## src/rtl/btn_conditioner_pkg.sv

```systemverilog
// Shared debounce state encoding, defaults and key-code constants for the
// pushbutton conditioner.
package btn_conditioner_pkg;

   typedef enum logic [1:0] {
      ST_RELEASED    = 2'd0,
      ST_DEB_PRESS   = 2'd1,
      ST_PRESSED     = 2'd2,
      ST_DEB_RELEASE = 2'd3
   } deb_state_e;

   localparam int DEB_CYCLES_DEF = 1000000;
   localparam int CNT_W_DEF      = 20;

   localparam logic [1:0] KEY_BTN0 = 2'd0;
   localparam logic [1:0] KEY_BTN1 = 2'd1;
   localparam logic [1:0] KEY_BTN2 = 2'd2;
   localparam logic [1:0] KEY_BTN3 = 2'd3;

   function automatic logic [1:0] key_code_of(input int idx);
      case (idx)
         32'sd0:  return KEY_BTN0;
         32'sd1:  return KEY_BTN1;
         32'sd2:  return KEY_BTN2;
         32'sd3:  return KEY_BTN3;
         default: return KEY_BTN0;
      endcase
   endfunction

endpackage

```

## src/rtl/btn_debounce_ch.sv

```systemverilog
// One pushbutton channel: two-flop synchroniser feeding a four-state debounce
// FSM that reports the accepted level and a one-cycle press pulse.
module btn_debounce_ch
   import btn_conditioner_pkg::*;
#(
   parameter int DEB_CYCLES = DEB_CYCLES_DEF,
   parameter int CNT_W      = CNT_W_DEF
) (
   input  logic clk,
   input  logic rst,
   input  logic raw,
   output logic held,
   output logic press
);

   localparam logic [CNT_W-1:0] CNT_ZERO = {CNT_W{1'b0}};
   localparam logic [CNT_W-1:0] CNT_ONE  = {{(CNT_W-1){1'b0}}, 1'b1};
   localparam logic [CNT_W-1:0] CNT_LAST = CNT_W'(DEB_CYCLES - 1);

   logic             s1_r;
   logic             s2_r;
   logic             press_r;
   logic [CNT_W-1:0] cnt_r;
   deb_state_e       state_r;

   // Synchroniser, debounce FSM and stability counter.
   always_ff @(posedge clk) begin
      if (rst) begin
         s1_r    <= 1'b0;
         s2_r    <= 1'b0;
         press_r <= 1'b0;
         cnt_r   <= CNT_ZERO;
         state_r <= ST_RELEASED;
      end else begin
         s1_r    <= raw;
         s2_r    <= s1_r;
         press_r <= 1'b0;
         case (state_r)
            ST_RELEASED: begin
               if (s2_r) begin
                  state_r <= ST_DEB_PRESS;
                  cnt_r   <= CNT_ONE;
               end else begin
                  cnt_r   <= CNT_ZERO;
               end
            end
            ST_DEB_PRESS: begin
               if (!s2_r) begin
                  state_r <= ST_RELEASED;
                  cnt_r   <= CNT_ZERO;
               end else if (cnt_r == CNT_LAST) begin
                  state_r <= ST_PRESSED;
                  cnt_r   <= CNT_ZERO;
                  press_r <= 1'b1;
               end else begin
                  cnt_r   <= cnt_r + CNT_ONE;
               end
            end
            ST_PRESSED: begin
               if (!s2_r) begin
                  state_r <= ST_DEB_RELEASE;
                  cnt_r   <= CNT_ONE;
               end else begin
                  cnt_r   <= CNT_ZERO;
               end
            end
            ST_DEB_RELEASE: begin
               if (s2_r) begin
                  state_r <= ST_PRESSED;
                  cnt_r   <= CNT_ZERO;
               end else if (cnt_r == CNT_LAST) begin
                  state_r <= ST_RELEASED;
                  cnt_r   <= CNT_ZERO;
               end else begin
                  cnt_r   <= cnt_r + CNT_ONE;
               end
            end
            default: begin
               state_r <= ST_RELEASED;
               cnt_r   <= CNT_ZERO;
            end
         endcase
      end
   end

   // The button still counts as held while its release is being qualified.
   assign held  = (state_r == ST_PRESSED) || (state_r == ST_DEB_RELEASE);
   assign press = press_r;

endmodule

```

## src/rtl/btn_conditioner.sv

```systemverilog
// Conditions N_BTN raw pushbuttons into debounced levels, one-shot press
// strobes and a single-key encoder with valid/error flags.
module btn_conditioner
   import btn_conditioner_pkg::*;
#(
   parameter int N_BTN      = 4,
   parameter int DEB_CYCLES = DEB_CYCLES_DEF,
   parameter int CNT_W      = CNT_W_DEF
) (
   input  logic             BtnCond_CLK,
   input  logic             BtnCond_RST,
   input  logic [N_BTN-1:0] btn_raw,
   output logic [N_BTN-1:0] btn_held,
   output logic [N_BTN-1:0] btn_press,
   output logic             key_valid,
   output logic [1:0]       key_code,
   output logic             key_err
);

   localparam int              PC_W   = $clog2(N_BTN + 1);
   localparam logic [PC_W-1:0] PC_ONE = {{(PC_W-1){1'b0}}, 1'b1};

   logic [N_BTN-1:0] ch_held_s;
   logic [N_BTN-1:0] ch_press_s;
   logic [PC_W-1:0]  press_cnt_s;
   logic [1:0]       press_idx_s;
   logic             other_held_s;
   logic             valid_s;
   logic             err_s;

   for (genvar g = 0; g < N_BTN; g++) begin : g_ch
      btn_debounce_ch #(
         .DEB_CYCLES (DEB_CYCLES),
         .CNT_W      (CNT_W)
      ) u_ch (
         .clk   (BtnCond_CLK),
         .rst   (BtnCond_RST),
         .raw   (btn_raw[g]),
         .held  (ch_held_s[g]),
         .press (ch_press_s[g])
      );
   end

   // Classify this cycle's new presses against buttons already held.
   always_comb begin
      press_cnt_s = {PC_W{1'b0}};
      press_idx_s = KEY_BTN0;
      for (int i = 0; i < N_BTN; i++) begin
         press_cnt_s = press_cnt_s + PC_W'(ch_press_s[i]);
         press_idx_s = ch_press_s[i] ? key_code_of(i) : press_idx_s;
      end
      other_held_s = |(btn_held & ~ch_press_s);
      valid_s      = (press_cnt_s == PC_ONE) && !other_held_s;
      err_s        = (press_cnt_s > PC_ONE) || ((press_cnt_s == PC_ONE) && other_held_s);
   end

   // Output register stage; key_code only moves on a clean single press.
   always_ff @(posedge BtnCond_CLK) begin
      if (BtnCond_RST) begin
         btn_held  <= {N_BTN{1'b0}};
         btn_press <= {N_BTN{1'b0}};
         key_valid <= 1'b0;
         key_err   <= 1'b0;
         key_code  <= KEY_BTN0;
      end else begin
         btn_held  <= ch_held_s;
         btn_press <= ch_press_s;
         key_valid <= valid_s;
         key_err   <= err_s;
         key_code  <= valid_s ? press_idx_s : key_code;
      end
   end

endmodule
```

## config.mk

```make
export PLATFORM = sky130hd
export DESIGN_NAME = btn_conditioner
export DESIGN_NICKNAME = d
export VERILOG_FILES = /design/src/rtl/btn_conditioner_pkg.sv /design/src/rtl/btn_debounce_ch.sv /design/src/rtl/btn_conditioner.sv
export SDC_FILE = /design/constraint.sdc
export NUM_CORES = 1
export LEC_CHECK = 0
export CORE_MARGIN = 2
export CORE_UTILIZATION = 25
export DETAILED_ROUTE_END_ITERATION = 12
export SETUP_SLACK_MARGIN = 0.3
export SYNTH_ARGS = -nofsm -noshare
export SYNTH_HDL_FRONTEND = slang
export SYNTH_SLANG_ARGS = --single-unit
```

## constraint.sdc

```tcl
create_clock -name BtnCond_CLK -period 2.2 [get_ports BtnCond_CLK]
set_clock_uncertainty 0.15 [all_clocks]
set_input_delay 0.22 -clock BtnCond_CLK [delete_from_list [all_inputs] [get_ports BtnCond_CLK]]
set_output_delay 0.22 -clock BtnCond_CLK [all_outputs]
set_load 0.005 [all_outputs]
```

==> flow_summary_export.csv <==
group,metric,value,unit
placed_design,finalWeightedCongestion,0.728,
job,timing.max_cap.violations,0,
clocking,cts-root-buf,"clkbuf_16",
sta,setup_viol,3,
critical_path,worst_setup_path_end_kind,"flip-flop",
synth,yosysMostFrequentCell,"dfxtp_1",
clocking,clk_path_buf_depth,2,
synth,synthCells,532,
synth,synth_common_cells,"dfxtp_1 (112), nor2_1 (76), xnor2_1 (39), inv_1 (35), nand2_1 (31)",
placed_design,post-place-ws,-0.159,ns
detailed_routing,drt_pass1_iterations,4,
sta,rsz0062_at_grt,"true",
pwr,p_leak,0.00183,uW
clocking,h-tree-depth,3,
synth,synth.area.top_cells,"dfxtp_1 (47%), xnor2_1 (7.1%), nor2_1 (6.0%)",
clocking,path_clk_slew,0.07,ns
sta,worst_slew_pin_slew,0.466,ns
synth,async_flop_share,0,%
worst_hold_path,hold_path_class,"flip-flop to flip-flop",
status,violations,"negative setup slack",
sta,finalCritPeriodShare,106,%
floorplan,fp.coreArea,18800,sq um
global_routing,grt_max_degree,20,
synth,ys_types,52,
floorplan,die_h,142,um
floorplan,core.rowCount,50,
detailed_routing,drt-total-wl,9070,um
placed_design,hpwl,6090,um
placed_design,placed_cells,797,
global_routing,grt_pass1_vias,3302,
critical_path,setup.worst_path.class,"flip-flop to flip-flop",
sta,hold_ws,0.284,ns
detailed_routing,detail-route-antenna-nets,0,
global_routing,grt_antenna_before_repair,0,
sta,slew_violations,0,
critical_path,cp.arrival,2.42,ns
global_routing,overflow,0,
detailed_routing,wl_per_cell,11.0,um
sta,hold_viol,0,
pwr,peakVddDrop,0.375,mV
finish,final_cells,824,
finish,area_growth,24.5,%
pwr,power_density,628,nW/um^2
finish,nets,599,
floorplan,io-pin-count,18,
placed_design,io_buffers,17,
finish,num-fill-cells,1928,
finish,antennaDiodeCount,0,
critical_path,cp-start-kind,"flip-flop",
sta,fmax,430,MHz
detailed_routing,num_vias,3704,
synth,ys_seq_area_share,46.9,%
synth,yosysTopAreaCell,"dfxtp_1",
global_routing,grt_pass1_wl,15400,um
clocking,clock_latency,0.35,ns
synth,synth_nets,546,
sta,setup_slack,-0.125,ns
detailed_routing,drc_errors,0,
sta,period_minus_slack,2.33,ns
floorplan,initial_core_util,25.5,%
floorplan,die_area,20300,sq um
critical_path,cp.required,2.29,ns
global_routing,grt.total_usage,9.33,%
finish,drive_gt1_share,18.1,%
sta,max_slew_margin,68.9,%
synth,synth_edf_count,0,
clocking,clkSinkCount,112,
floorplan,fp.dieW,142,um
clocking,cts_inserted_buffers,9,
synth,synth_top_area_share,46.9,%
detailed_routing,drt_iter0_drc,130,
synth,synth_ff_type,"dfxtp_1",
synth,yosys_warnings,0,
critical_path,cp_max_fo,2,
synth,syn_area,4780,sq um
clocking,tritoncts,"done",
synth,ys_seq_elements,112,
synth,syn_avg_cell_area,8.99,sq um
status,status,"finished with violations",
detailed_routing,avgViaCountPerCell,4.50,
-- cell families after synthesis --
group	count (synthesis)	share of synthesized area, %
flip-flops	112	46.9
AND/OR/NAND/NOR	250	28.2
AO/OA/AOI/OAI	57	7.82
adder cells (fa/ha/maj)	8	2.25
multiplexers	3	0.628
XOR/XNOR	57	10.4
buffers and inverters	45	3.84
-- through the flow --
step / area [sq um] / total power [uW] / setup TNS, ns / util (%)
after CTS: 5810 / 3800 / -0.205 / 31.0
after detailed placement: 5460 / 2130 / -0.243 / 29.1
after floorplan: 4840 / 2110 / -0.0779 / -
after global routing: 5960 / 3870 / -0.624 / 31.7
after global placement: 5460 / 2130 / -0.0988 / 29.1
final: 5960 / 3740 / -0.181 / 31.7
-- power breakdown --
part	switching, uW	internal [uW]	total, uW	leakage (uW)
Clock	717	943	1660	0.000150
Combinational	21.1	20.9	42.0	0.000764
Sequential	6.77	2030	2040	0.000915
Total	745	3000	3740	0.00183
-- repair_timing --
action,in CTS,in global routing
endpoints found under the setup margin,13,52
hold buffers,0,0
hold endpoints to repair,0,0
setup buffers,4,6
gates resized for setup,9,30
cloned,0,1
pin swaps,5,8
-- flip-flops by register name, summed over array words and instances, names as in the netlist, named ones only --
register / flops
g_ch.u_ch.s1_r: 4
btn_press: 4
g_ch.u_ch.cnt_r: 80
g_ch.u_ch.s2_r: 4
key_valid: 1
key_code: 2
g_ch.u_ch.state_r: 4
key_err: 1
btn_held: 4
g_ch.u_ch.press: 4
-- cell usage in the layout (no fill, tap or decap), types with 4 or more instances in the layout --
cell             instances
dfxtp_1                 92
or3_1                    8
ha_4                     4
a31o_2                   4
nor4b_1                  5
clkbuf_16                9
nand2_1                 30
nand3_1                 25
nor2b_1                 10
buf_4                   31
nor3_1                  12
nand4_1                 24
xor2_1                  18
or4_1                    8
nor4_1                  11
nor2_1                  76
xnor2_1                 39
and4_1                   7
a21oi_1                 24
inv_2                    4
clkdlybuf4s50_1         17
o31ai_1                  9
o21ai_0                  7
inv_1                   31
dfxtp_2                 17
-- final cells by class --
class	instances	area (sq um)	area share, %
Tap cell	234	293	4.92
Clock buffer	13	260	4.37
Inverter	35	131	2.21
Multi-Input combinational cell	375	2490	41.8
Sequential cell	112	2270	38.2
Timing Repair Buffer	52	465	7.82
Clock inverter	3	40.0	0.672
-- layer usage --
layer  GRT usage, %  share of wire (%)
met2           13.7                 42
met1           12.9                 53
met5              0                  0
met3           1.38                2.3
met4           5.78                2.7
-- final timing paths --
check	start	to	slack, ns	cells past startpoint
min reg2reg	g_ch[0].u_ch.s1_r	g_ch[0].u_ch.s2_r	0.28	1
max	g_ch[0].u_ch.press	key_code[1]	-0.13	9
max reg2reg	g_ch[0].u_ch.press	key_code[1]	-0.13	9
min	g_ch[0].u_ch.s1_r	g_ch[0].u_ch.s2_r	0.28	1
-- critical path: stages (launching register included) --
cell	delay, ns
dfxtp_2	0.33
inv_2	0.04
fa_1	0.53
inv_1	0.04
ha_2	0.17
inv_2	0.06
ha_4	0.19
or3b_4	0.38
nor4_4	0.25
nor3_1	0.07
No activity file was read; power rests on OpenSTA's default activity.
